==> src/rtl/file_responder.sv <==
// Responder end of the byte-serial file protocol: 'R'/'W' header, 2-byte index, byte stream.
// Optional inter-byte idle timeout is enabled by defining RESP_TIMEOUT_EN.
module file_responder #(
    parameter int ADDR_W      = 16,
    parameter int DATA_W      = 8,
    parameter int LEN_W       = 16,
    parameter int TIMEOUT_CYC = 65535
) (
    input  logic              clk,
    input  logic              reset,
    input  logic [DATA_W-1:0] rx_data,
    input  logic              rx_rdy,
    output logic [DATA_W-1:0] tx_data,
    output logic              tx_en,
    input  logic              tx_busy,
    output logic [15:0]       file_idx,
    input  logic [ADDR_W-1:0] file_base,
    input  logic [LEN_W-1:0]  file_len,
    input  logic              file_ok,
    output logic [ADDR_W-1:0] mem_addr,
    input  logic [DATA_W-1:0] mem_rdata,
    output logic [DATA_W-1:0] mem_wdata,
    output logic              mem_we,
    output logic              busy,
    output logic              done,
    output logic              err
);

    typedef enum logic [2:0] {
        IDLE, IDX_HI, IDX_LO, LOOKUP,
        RD_FETCH, RD_SEND, RD_WAIT, WR_RECV
    } state_t;

    localparam logic [DATA_W-1:0] HDR_R = DATA_W'(8'h52);
    localparam logic [DATA_W-1:0] HDR_W = DATA_W'(8'h57);

    state_t             state_q, state_d;
    logic               mode_q, mode_d;
    logic [DATA_W-1:0]  idx_hi_q, idx_lo_q;
    logic [ADDR_W-1:0]  base_q;
    logic [LEN_W-1:0]   len_q, cnt_q;
    logic               hold_q;
    logic               lat_hi, lat_lo, lat_tab;
    logic               cnt_inc, set_done, set_err;
    logic               timeout;

    assign file_idx  = {idx_hi_q, idx_lo_q};
    assign mem_addr  = base_q + ADDR_W'(cnt_q);
    assign busy      = (state_q != IDLE);
    assign tx_data   = (state_q == RD_SEND) ? mem_rdata : '0;
    assign mem_wdata = (state_q == WR_RECV) ? rx_data : '0;

`ifdef RESP_TIMEOUT_EN
    logic        wait_st;
    logic [31:0] idle_q;

    assign wait_st = state_q inside {IDX_HI, IDX_LO, WR_RECV};
    assign timeout = wait_st && !rx_rdy &&
                     (idle_q == 32'(TIMEOUT_CYC - 1));

    // Count idle cycles while waiting on the initiator
    always_ff @(posedge clk or posedge reset) begin
        if (reset)
            idle_q <= '0;
        else if (!wait_st || rx_rdy || timeout)
            idle_q <= '0;
        else
            idle_q <= idle_q + 32'd1;
    end
`else
    assign timeout = 1'b0;
`endif

    // State register
    always_ff @(posedge clk or posedge reset) begin
        if (reset) begin
            state_q <= IDLE;
            mode_q  <= 1'b0;
        end else begin
            state_q <= state_d;
            mode_q  <= mode_d;
        end
    end

    // Next-state and strobe decode
    always_comb begin
        state_d  = state_q;
        mode_d   = mode_q;
        tx_en    = 1'b0;
        mem_we   = 1'b0;
        lat_hi   = 1'b0;
        lat_lo   = 1'b0;
        lat_tab  = 1'b0;
        cnt_inc  = 1'b0;
        set_done = 1'b0;
        set_err  = 1'b0;
        unique case (state_q)
            IDLE: begin
                if (rx_rdy) begin
                    if (rx_data == HDR_R) begin
                        mode_d  = 1'b0;
                        state_d = IDX_HI;
                    end else if (rx_data == HDR_W) begin
                        mode_d  = 1'b1;
                        state_d = IDX_HI;
                    end else begin
                        set_err = 1'b1;
                    end
                end
            end
            IDX_HI: begin
                if (rx_rdy) begin
                    lat_hi  = 1'b1;
                    state_d = IDX_LO;
                end
            end
            IDX_LO: begin
                if (rx_rdy) begin
                    lat_lo  = 1'b1;
                    state_d = LOOKUP;
                end
            end
            LOOKUP: begin
                lat_tab = 1'b1;
                if (!file_ok) begin
                    set_err = 1'b1;
                    state_d = IDLE;
                end else if (file_len == '0) begin
                    set_done = 1'b1;
                    state_d  = IDLE;
                end else begin
                    state_d = mode_q ? WR_RECV : RD_FETCH;
                end
            end
            RD_FETCH: state_d = RD_SEND;
            RD_SEND: begin
                if (!tx_busy) begin
                    tx_en   = 1'b1;
                    cnt_inc = 1'b1;
                    state_d = RD_WAIT;
                end
            end
            RD_WAIT: begin
                if (!hold_q && !tx_busy) begin
                    if (cnt_q == len_q) begin
                        set_done = 1'b1;
                        state_d  = IDLE;
                    end else begin
                        state_d = RD_FETCH;
                    end
                end
            end
            WR_RECV: begin
                if (rx_rdy) begin
                    mem_we  = 1'b1;
                    cnt_inc = 1'b1;
                    if (cnt_q == len_q - LEN_W'(1)) begin
                        set_done = 1'b1;
                        state_d  = IDLE;
                    end
                end
            end
            default: state_d = IDLE;
        endcase
        if (timeout) begin
            set_err = 1'b1;
            state_d = IDLE;
        end
    end

    // Index, file placement, byte counter and status pulses
    always_ff @(posedge clk or posedge reset) begin
        if (reset) begin
            idx_hi_q <= '0;
            idx_lo_q <= '0;
            base_q   <= '0;
            len_q    <= '0;
            cnt_q    <= '0;
            hold_q   <= 1'b0;
            done     <= 1'b0;
            err      <= 1'b0;
        end else begin
            hold_q <= tx_en;
            done   <= set_done;
            err    <= set_err;
            if (lat_hi)
                idx_hi_q <= rx_data;
            if (lat_lo)
                idx_lo_q <= rx_data;
            if (lat_tab) begin
                base_q <= file_base;
                len_q  <= file_len;
                cnt_q  <= '0;
            end else if (cnt_inc) begin
                cnt_q <= cnt_q + LEN_W'(1);
            end
        end
    end

endmodule

==> config.mk <==
export PLATFORM = sky130hd
export DESIGN_NAME = file_responder
export DESIGN_NICKNAME = d
export VERILOG_FILES = /design/src/rtl/file_responder.sv
export SDC_FILE = /design/constraint.sdc
export NUM_CORES = 1
export LEC_CHECK = 0
export ABC_AREA = 1
export BUFFER_PORTS_ARGS = -buffer_cell sky130_fd_sc_hd__buf_2
export CAP_MARGIN = 20
export CORE_MARGIN = 5
export CORE_UTILIZATION = 55
export DETAILED_ROUTE_END_ITERATION = 8
export MAX_ROUTING_LAYER = met4
export PLACE_DENSITY = 0.87
export SYNTH_ARGS = -nofsm -noshare
export SYNTH_HDL_FRONTEND = slang
export SYNTH_SLANG_ARGS = --single-unit
export TNS_END_PERCENT = 20
==> constraint.sdc <==
create_clock -name clk -period 3 [get_ports clk]
set_clock_uncertainty 0.1 [all_clocks]
set_input_delay 0.6 -clock clk [delete_from_list [all_inputs] [get_ports clk]]
set_output_delay 0.6 -clock clk [all_outputs]
set_load 0.005 [all_outputs]
Word level (Yosys, flattened, before mapping). Index checks and enable logic that the tools add are counted.

Flip-flop bits (word level): 71. Input port bits: 53. Output and inout bits: 53. Word-level logic and storage cells: 82.

Add/sub/neg operators: 3. Equal/unequal tests: 19. Multiplexer cells: 40. Reduce and logical (&&, ||, !) cells: 10.

Operators with widths (number): $mux W3 (12); $eq A16 B16 Y1 (2); $mux W16 (2); $pmux W3 S8 (1); $mux W1 (19); $add A16 B1 Y16 const B (1); $add A16 B16 Y16 (1); $eq A8 B7 Y1 const B (2); $logic_not A16 Y1 (1); $mux W8 (2); $sub A16 B1 Y16 const B (1); $eq A3 B3 Y1 const B (4); $ne A2 B2 Y1 const B (6); $reduce_and A8 Y1 (1); $eq A3 B2 Y1 const B (2); $pmux W1 S2 (2); $reduce_bool A2 Y1 (2); $eq A3 B1 Y1 const B (1); $logic_not A3 Y1 (1); $ne A3 B3 Y1 const B (1); $pmux W1 S3 (1); $reduce_and A3 Y1 (1); $reduce_bool A3 Y1 (1); $logic_not A1 Y1 (2); 3 further kinds (3).

Logic depth before layout (Yosys ltp).
Depth in word-level cells: 5. Mapped depth: 15. Mapped depth without buffers: 15.

Worst setup path after synthesis. No wires, ideal clock.

Path type: reg2out. From: register cnt_q[0]. To: output port mem_addr[12]. Arrival: 1956 ps. Data required time: 2300 ps. Setup slack: 344 ps. Cell stages (with the launch flop): 11. Path buffers: 0. Path through: dfrtp_1 ha_1 inv_1 fa_1 o21ai_0 a21boi_0 inv_1 a21o_1 nand2_1 nand2_1 xor2_1.

Cells in the longest elaborated chain, start to end: 1.

Ends and longest elaborated chain: from (decl) (line 41) `logic [LEN_W-1:0] len_q, cnt_q;`; from (signal assigned) (line 195) `cnt_q <= cnt_q + LEN_W'(1);`; $add A16 B16 Y16 (line 48) `assign mem_addr = base_q + ADDR_W'(cnt_q);`; to (decl) (line 20) `output logic [ADDR_W-1:0] mem_addr,`.

Every way passes these cells.

Worst setup path in the final report.
From: register cnt_q[3]. To: output port mem_addr[10].

Same word-level chain as after synthesis.

==> out/metrics.csv <==
stage;metric;value;unit
timing;max_freq;341.1;MHz
place;gp_congestion;0.9543;
routing;wl_per_cell;14.49;um
timing;layout_setup_ws;0.06792;ns
worst_setup_path;path_class;reg -> out;
timing;fin_hold_ws;0.2114;ns
timing;slew_violations;0;
global_route;antenna_found_initial;0;
clock_tree;clkSlewWorstSetupHoldPaths;0.08;ns
routing;dr.pass1.iters;5;
timing;rsz0062_at_grt;yes;
finish;layoutNonFillerInstCount;878;
finish;drive_gt1_share;21.99;%
place;pre_cts_ws;0.1415;ns
worst_setup_path;critPathLaunchType;flop;
floorplanning;die_w;102.0;um
global_route;grt_max_degree;72;
floorplanning;initial_core_util;56.60;%
finish;utilization;68.86;%
worst_setup_path;worst-r2r-cell-count;15;
routing;viasPerCell;5.302;
run;drv_cap;0;
synthesis;yosys_warnings;0;
synthesis;synth.cell_area;4651;um^2
clock_tree;cts_buffers;9;
routing;finalWirelength;12720;um
clock_tree;clk_path_buf_depth;2;
synthesis;synth_seq_cells;71;
power;seqPwrFrac;33.4;%
global_route;grt_pass1_wl;20050;um
run_status;status;finished clean;
clock_tree;cts-root-buf;clkbuf_8;
timing;hold_violations;0;
worst_setup_path;rrSetupSlack;0.84;ns
finish;syn_to_final_growth;21.66;%
clock_tree;h-tree-depth;3;
clock_tree;holdBufCountCts;0;
synthesis;synth_cells;656;
clock_tree;tritoncts;done;
power;vdd_drop_max;0.5808;mV
min_path;hp-class;in -> async;
power;combPwrFrac;49.0;%
power;switchingPower;2133;uW
floorplanning;pin_count;106;
clock_tree;insertion_delay;0.35;ns
timing;worst_pin_slew;0.7747;ns
power;powerDensity;863.5;nW/um^2
routing;drt_first_iter_violations;282;
worst_setup_path;worstReg2RegEnd;state_q[0]$_DFFE_PP0P_;
synthesis;synth_nets;727;
routing;postRouteAntennaNets;0;
worst_setup_path;critPathCaptureType;output pin;
floorplanning;placementRows;33;
floorplanning;die_h;102.0;um
global_route;overflow;0;
worst_setup_path;r2r_start;len_q[0]$_DFFE_PP0P_;
global_route;grt_pass1_vias;4490;
floorplanning;fp.dieArea;10390;um^2
power;internal_power;2753;uW
worst_setup_path;critPathMaxFanout;4;
timing;setup_violations;0;
power;p_total;4886;uW
power;p_clk_share;17.6;%
worst_setup_path;critPathArrivalTime;2.23;ns
place;io_buffers;105;
timing;relSlewSlack;47.02;%
routing;vias;4655;
synthesis;yosys.cell_types.count;40;
finish;diodes;0;
finish;nets;839;
synthesis;yosysSeqAreaShare;38.20;%
clock_tree;clock_sinks;71;
routing;drc;0;
place;hpwl;9371;um
floorplanning;core-area;8217;um^2
worst_setup_path;worstPathRequired;2.30;ns
power;sw_frac_of_total;43.65;%
global_route;grt.total_usage;25.09;%
power;leakage;0.003078;uW
place;dp.cells;858;
timing;timing.final.crit_share;97.74;%
synthesis;syn_avg_cell_area;7.089;um^2
timing;min_period;2.932;ns
==> metrics by stage <==
stage | setup TNS, ns | area [um^2]
6_report | 0 | 5658
5_1_grt | -0.2625 | 5658
4_1_cts | 0 | 5529
3_5_place_dp | 0 | 5299
3_3_place_gp | 0 | 5299
2_1_floorplan | 0 | 4651
==> worst max-delay path by stage <==
stage	slack, ns	from	endpoint
final	0.07	cnt_q[3]$_DFFE_PP0P_	mem_addr[10]
after global routing	-0.08	cnt_q[0]$_DFFE_PP0P_	mem_addr[12]
after CTS	0.01	base_q[0]$_DFFE_PP0P_	mem_addr[12]
after detailed placement	0.14	base_q[0]$_DFFE_PP0P_	mem_addr[12]
after global placement	0.20	base_q[0]$_DFFE_PP0P_	mem_addr[12]
after floorplan	0.34	cnt_q[0]$_DFFE_PP0P_	mem_addr[12]
==> kinds of logic (layout without fill, tap and decap cells) <==
logic type,Yosys count,in the layout,share of synthesized area (%)
buf+inv,95,212,7.936
flops,71,71,38.20
fa+ha+maj,18,18,5.004
compound gates,79,79,9.282
simple gates,362,362,33.74
xor+xnor,31,31,5.838
==> synth_stat cells (all sizes together) <==
master / count / area (um^2)
nor4: 5 / 31.28
ha: 17 / 212.7
clkbuf: 5 / 18.77
nor3: 11 / 65.06
nor3b: 1 / 7.510
buf: 8 / 42.54
a21boi: 2 / 15.01
o21a: 2 / 15.01
nand3b: 3 / 22.52
a31oi: 4 / 25.02
nor2: 73 / 309.0
inv: 81 / 304.0
clkinv: 1 / 3.750
nand3: 39 / 207.7
o21bai: 1 / 7.510
and3: 1 / 6.260
xnor2: 15 / 131.4
o21ai: 40 / 200.2
dfrtp: 71 / 1777
or2: 1 / 6.260
o31ai: 1 / 7.510
o221ai: 1 / 8.760
a21oi: 23 / 115.1
o211ai: 1 / 7.510
fa: 1 / 20.02
a21o: 2 / 15.01
xor2: 16 / 140.1
nand2: 217 / 844.6
nand4: 11 / 68.82
a2111oi: 1 / 8.760
o22ai: 1 / 6.260
==> cell type report <==
cell class	count	area [um^2]
Clock buffer	11	141.4
Clock inverter	5	81.33
Fill cell	676	2559
Inverter	82	307.8
Multi-Input combinational cell	490	2610
Sequential cell	71	1780
Tap cell	105	131.4
Timing Repair Buffer	114	605.6
==> layout by cell type, fill, tap and decap left out, types with 11 or more instances in the layout <==
| cell type | synthesis | routed |
|---|---|---|
| nand2_1 | 209 | 208 |
| nor2_1 | 67 | 66 |
| o21ai_0 | 40 | 38 |
| buf_2 | 4 | 105 |
| a21oi_1 | 23 | 20 |
| nand3_1 | 38 | 38 |
| inv_1 | 79 | 77 |
| xnor2_1 | 15 | 15 |
| xor2_1 | 16 | 16 |
| dfrtp_1 | 71 | 68 |
| nand4_1 | 11 | 11 |
==> sequential cells by signal, indices dropped and copies added (netlist names) <==
signal,flops
idx_lo_q,8
len_q,16
base_q,16
done,1
mode_q,1
cnt_q,16
err,1
state_q,3
hold_q,1
idx_hi_q,8
==> power by group through the flow <==
stage | Sequential [uW] | Clock [uW] | Combinational [uW]
after floorplan | 1570 | 0 | 1570
after global routing | 1670 | 920 | 2740
after global placement | 1600 | 0 | 2200
after detailed placement | 1620 | 0 | 2290
final | 1630 | 858 | 2390
after CTS | 1610 | 872 | 2310
==> metal layers <==
layer / up-vias / wire length, um / track usage, %
met5: - / 0 / -
met4: 0 / 215 / 9.788
met3: 20 / 769 / 5.188
met2: 155 / 6273 / 40.24
met1: 2167 / 5461 / 31.29
li1: 2313 / - / -
==> critical path, stage by stage (launching register included) <==
cell	delay, ns
dfrtp_1	0.45
ha_4	0.26
a21oi_2	0.19
o21ai_4	0.10
a21boi_2	0.22
inv_1	0.08
a21o_1	0.19
buf_4	0.13
xor2_1	0.13
buf_2	0.13
==> timing repair <==
item,CTS,global route
resized for setup,5,20
buffers inserted,0,4
pin swaps,1,9
endpoints found under the setup margin,5,6
Power figures use the tool's default switching activity.
